File: config.mk
export PLATFORM = sky130hd
export DESIGN_NAME = seq_divider
export DESIGN_NICKNAME = d
export VERILOG_FILES = /design/src/rtl/seq_divider.sv
export SDC_FILE = /design/constraint.sdc
export NUM_CORES = 1
export LEC_CHECK = 0
export BUFFER_PORTS_ARGS = -buffer_cell sky130_fd_sc_hd__buf_4
export CORE_ASPECT_RATIO = 1.2
export CORE_MARGIN = 5
export CORE_UTILIZATION = 40
export DETAILED_ROUTE_END_ITERATION = 8
export HOLD_SLACK_MARGIN = 0.12
export PLACE_DENSITY = 0.61
export SLEW_MARGIN = 20
export SYNTH_ARGS = -nofsm -noshare
export SYNTH_HDL_FRONTEND = slang
export SYNTH_SLANG_ARGS = --single-unit
File: constraint.sdc
create_clock -name clk -period 4.5 [get_ports clk]
set_input_delay 0.9 -clock clk [delete_from_list [all_inputs] [get_ports clk]]
set_output_delay 0.9 -clock clk [all_outputs]
set_load 0.1 [all_outputs]
File: src/rtl/seq_divider.sv
// seq_divider: multi-cycle unsigned restoring divider, one shift-and-subtract step per clock
module seq_divider #(
  parameter int WIDTH = 4
) (
  input  logic             clk,
  input  logic             rst_n,
  input  logic             start,
  input  logic [WIDTH-1:0] A,
  input  logic [WIDTH-1:0] B,
  output logic [WIDTH-1:0] Q,
  output logic [WIDTH-1:0] R,
  output logic             busy,
  output logic             done,
  output logic             DZ
);
  localparam int CW = $clog2(WIDTH);
  typedef enum logic [1:0] {S_IDLE, S_CALC, S_DONE} state_t;
  state_t state, state_nx;
  logic [WIDTH-1:0] a_q, b_q, quo, quo_nx;
  logic [WIDTH:0] rem, rem_sh, rem_nx;
  logic [WIDTH+1:0] sum;
  logic [CW-1:0] cnt;
  logic accept, no_borrow;
  assign accept = start && (state != S_CALC);
  always_ff @(posedge clk or negedge rst_n)
    if (!rst_n) state <= S_IDLE;
    else state <= state_nx;
  always_comb begin
    state_nx = accept ? ((B == '0) ? S_DONE : S_CALC)
             : (state == S_CALC) ? ((cnt == '0) ? S_DONE : S_CALC)
             : S_IDLE;
  end
  always_comb begin
    busy = state == S_CALC;
    done = state == S_DONE;
  end
  // Subtract by complement: the carry out of the wide sum is the inverted borrow.
  always_comb begin
    rem_sh = (rem << 1) | (WIDTH+1)'(a_q[WIDTH-1]);
    sum = {1'b0, rem_sh} + {1'b0, ~{1'b0, b_q}} + (WIDTH+2)'(1);
    no_borrow = sum[WIDTH+1];
    rem_nx = no_borrow ? sum[WIDTH:0] : rem_sh;
    quo_nx = (quo << 1) | WIDTH'(no_borrow);
  end
  always_ff @(posedge clk or negedge rst_n)
    if (!rst_n) begin
      a_q <= '0;
      b_q <= '0;
      rem <= '0;
      quo <= '0;
      cnt <= '0;
      Q <= '0;
      R <= '0;
      DZ <= 1'b0;
    end else if (accept) begin
      a_q <= A;
      b_q <= B;
      rem <= '0;
      quo <= '0;
      cnt <= CW'(WIDTH-1);
      if (B == '0) begin
        Q <= '1;
        R <= A;
        DZ <= 1'b1;
      end
    end else if (state == S_CALC) begin
      a_q <= a_q << 1;
      rem <= rem_nx;
      quo <= quo_nx;
      cnt <= cnt - 1'b1;
      if (cnt == '0) begin
        Q <= quo_nx;
        R <= rem_nx[WIDTH-1:0];
        DZ <= 1'b0;
      end
    end
endmodule

Word level (Yosys, flattened, before mapping)

Cells that the tools add are included.

Output and inout bits: 11
Logic and storage cells: 50
Input port bits: 11
Register bits after elaboration: 28

Equal/unequal tests: 4
Bitwise logic cells: 3
Add/subtract/negate cells: 3
Muxes and demuxes: 25
Reductions and logical operators: 6

Operators by type and width:

| kind                  | count |
|---|---|
| $mux W4               | 13 |
| $mux W2               | 6 |
| $add A5 B5 Y6         | 1 |
| $add A6 B1 Y6 const B | 1 |
| $mux W3               | 2 |
| $not A4 Y5            | 1 |
| $or A5 B1 Y5          | 1 |
| $logic_not A4 Y1      | 1 |
| $mux W1               | 4 |
| $ne A2 B1 Y1 const B  | 2 |
| $or A4 B1 Y4          | 1 |
| $reduce_bool A2 Y1    | 2 |
| $reduce_and A3 Y1     | 1 |
| $eq A2 B1 Y1 const B  | 1 |
| $eq A2 B2 Y1 const B  | 1 |
| $logic_not A2 Y1      | 1 |
| $sub A2 B1 Y2 const B | 1 |
| $logic_and A1 B1 Y1   | 1 |

Longest topological paths before layout

Word-level depth: 7
Gate-level depth with buffers: 8
Mapped depth without buffers: 8

Worst setup path after synthesis

OpenSTA, ideal clock, no wires.

Kind: reg2out
Start: register state[0]
End: output port done
Buffers on the path: 0
Stages on the path, launching flop included: 2
Data arrival time: 1701 ps
Slack: 1899 ps
Path through: dfrtp_1 nor2b_1

Longest elaborated chain between the ends: 1

Ends and longest elaborated chain:

| element                | line | text |
|---|---|---|
| from (decl)            | 18   | `state_t state, state_nx;` |
| from (signal assigned) | 27   | `else state <= state_nx;` |
| $eq A2 B2 Y1           | 35   | `done = state == S_DONE;` |
| to (decl)              | 13   | `output logic done,` |

Every way passes these cells.

Worst setup path in the final report

Start: register state[1]
End: output port busy

Longest elaborated chain between the ends: 1

Ends and longest elaborated chain:

| element      | line | text |
|---|---|---|
| $eq A2 B1 Y1 | 34   | `busy = state == S_CALC;` |
| to (decl)    | 12   | `output logic busy,` |

Every way passes these cells.

==> summary.md <==
| Metric | Value |
|---|---|
| Setup-failing EPs final | 0 |
| Largest net degree at the start of global routing | 29 |
| Vias in the first global route | 1060 |
| Sequential fraction of the synthesis area | 52.09% |
| Post-layout util | between 40% and 50% |
| Setup TNS Final | 0 ps |
| Port bufs | 21 |
| Min Tclk post-route | 2596 ps |
| Hold_sp | a_q[2] |
| Postcts setup bufs | 0 |
| Compound-cell area share of the yosys netlist | 16.65% |
| Placed Instances | 187 |
| RSZ-0062 raised after global routing | no |
| Final GP Congestion | around 0.7 |
| Die area | 4627 um2 |
| Fin. Hold Viols | 0 |
| Number of max-cap violations | 0 |
| Vias per cell | 5.351 |
| Layout cell share with drive strength beyond 1 | 18.18% |
| Worst r2r path cells | 6 |
| CTS clk-pin slew, worst paths | 90 ps |
| HP Class | flip-flop to flip-flop |
| Clock net sink count | 28 |
| Ys flop type | dfrtp_1 |
| Final ANT Viol Nets | 0 |
| Simple-gate share of the synthesized area | approximately 17% |
| Fillers | 322 |
| Routed WL | between 2000 and 3000 um |
| CP peak stage delay | 380 ps |
| Core area | 3281 um2 |
| Ys Warns | 0 |
| First-pass GRT wire length | 4905 um |
| FF/Latch Area | 700.7 um2 |
| Worst Setup Path Type | flip-flop to primary output |
| Final #Nets | 172 |
| ANT cells | 0 |
| Post_cts resized | 0 |
| Io pins | 22 |
| Average size of a mapped cell | roughly 10 um2 |
| WP buf/inv | 2 |
| Reg-to-reg endpoint | R[3] |
| Synthesis-stage register bit count | 28 |
| Syn_nets | 152 |
| Worst slew pin tran | about 670 ps |
| Antenna violations before repair | 0 |
| Slew HR | between 50% and 60% |
| Synthesized area | 1345 um2 |
| Post-DP HPWL | about 2100 um |
| Data required time of the worst path | 3600 ps |
| XOR/XNOR Fraction of Synth Area | 0.6512% |
| Flop-to-flop setup slack | 2570 ps |
| Syn Inst Count | 135 |
| Area taken by multi-input logic gates | ~580 um2 |
| Via count | 1022 |
| Met1 wire length | 1225 um |
| Hold-fix buffers, CTS | 0 |
| Slowest-stage cell, CP | dfrtp_1 |
| Iter 0 DRT Violations | 45 |
| Largest family of logic cells by synthesized area | compound AO/OA/AOI/OAI gates |
| Root buffer cell | clkbuf_8 |
| Die width | 62.94 um |
| GRT overflow | 0 |
| Data arrival, critical path | roughly 1700 ps |
| Number of CTS-inserted buffers | 3 |
| Post-route DRC | 0 |
| Initial DRT Pass Iterations | 4 |
| Startpoint types | flip-flop |
| Non-filler cells, final | 191 |
| Mux share of post-synthesis cell area | 2.977% |
| CP Cell Sequence | nand2b_1, inv_1, buf_4 |
| Worst-path maximum fanout | 15 |
| Peak Freq | 385.3 MHz |
| Synth cell types | 36 |
| Met2 WL | 1342 um |
| Starting density of the core | 41.00% |
| Top sig layer | met4 |
| Outcome | finished, final reports clean |
| Core Rows | 23 |
| Area delta synth->final | 17.86% |
| Cell family with most CP delay | buffers and inverters |
| Post-Synth Adder-Cell Area | 6.140% |
| Die height | 73.52 um |
| Routed length per placed instance | 14.39 um |
| Slew Limit Fails | 0 |
| Clk_lat worst skew | 280 ps |
| CTS H-tree lvls | 1 |
| Worst Setup End Kind | primary output |
| Worst hold path cell count | 2 |
| All-Layer GR Usage | 13.53% |
| Metal3 WL | 135 um |
| Worst Skew | 3.509 ps |
| Worst reg2reg startpoint | state[1] |
| Max clock buf depth | 2 |
| Final critical-path share of the clock period | around 58% |
| Async SR Flop Fraction | 100.0% |
| Number of synthesized flops with an enable pin | 0 |
| Sink of the worst hold path | a_q[3] |
| TritonCTS clock tree | done |
==> flip-flops by register name, indices dropped and copies added (netlist names) <==
| signal | flops |
|---|---|
| Q | 4 |
| R | 4 |
| a_q | 4 |
| b_q | 4 |
| rem | 4 |
| quo | 3 |
| cnt | 2 |
| state | 2 |
| DZ | 1 |
==> cell usage in the layout (no fill, tap or decap), drive strengths merged <==
cell type  instances
nor4               1
nand2             25
o22a               4
nand3              3
nand3b             3
mux2i              4
inv                8
fa                 1
a22o               1
o31ai              2
ha                 5
clkbuf             3
or3                1
a41oi              1
nor2               9
dfrtp             28
o21a               2
xnor2              1
a211oi             1
nor4b              1
buf               21
bufinv             1
nand4              1
o22ai              1
nor2b              2
a31oi              4
o311ai             1
and2               2
nand2b             1
a21oi              3
o21ai             13
==> worst max-delay path by stage <==
stage,depth (start not counted),end,from,slack [ps]
after global routing,3,busy,state[1],1740
final,3,busy,state[1],1900
after CTS,3,busy,state[1],1900
after detailed placement,6,R[3],B[1],2130
after global placement,6,R[3],B[1],2160
after floorplan,1,done,state[0],1900
==> kinds of logic after synthesis <==
family / Yosys count
flip-flops: 28
adder cells (fa/ha/maj): 6
multiplexers: 4
XOR/XNOR: 1
buffers and inverters: 14
AND/OR/NAND/NOR: 49
AO/OA/AOI/OAI: 33
==> synth_stat cells (2+ instances only) <==
| library cell | count | area [um2] |
|---|---|---|
| dfrtp_1 | 28 | 700.7 |
| nand2_1 | 25 | 93.84 |
| o21ai_0 | 13 | 65.06 |
| nor2_1 | 9 | 33.78 |
| inv_1 | 8 | 30.03 |
| ha_1 | 5 | 62.56 |
| a31oi_1 | 4 | 25.02 |
| mux2i_1 | 4 | 40.04 |
| o22a_1 | 4 | 35.03 |
| a21oi_1 | 3 | 15.01 |
| nand3_1 | 3 | 15.01 |
| nand3b_1 | 3 | 22.52 |
| clkbuf_1 | 2 | 7.510 |
| nor2b_1 | 2 | 12.51 |
==> stage by stage <==
step / worst slack, ps / hold slack, ps / instance area (um2)
final: 1905 / 494.2 / 1585
after global routing: 1739 / 515.2 / 1585
after CTS: 1896 / 496.4 / 1585
after detailed placement: 2130 / 473.8 / 1514
after global placement: 2162 / 466.2 / 1514
after floorplan: 1899 / 449.2 / 1345
==> worst reg2reg max path: cells and delay by family, from the launching register on <==
kind	cells	cell delay, ps
DFF	1	380
AOI/OAI and AO/OA	1	160
buffers and inverters	1	380
and+or+nand+nor	4	900
==> per-layer routing <==
metal  vias to the layer above  global-route usage (%)
li1                        508                       -
met1                       479                   17.38
met2                        30                   22.01
met3                         5                   3.058
met4                         0                   5.660
met5                         -                       0
==> layout make-up <==
type | instances | share of cell area (%)
multi-input combinational | 93 | 36.54
clock buffer | 3 | 2.605
sequential | 28 | 44.20
inverter | 8 | 1.894
clock inverter | 1 | 1.894
tap | 37 | 2.920
timing repair buffer | 21 | 9.945
Power is left out: the tool's default activity adds up to more than one toggle a clock period on the data nets, which glitch-free logic cannot reach.
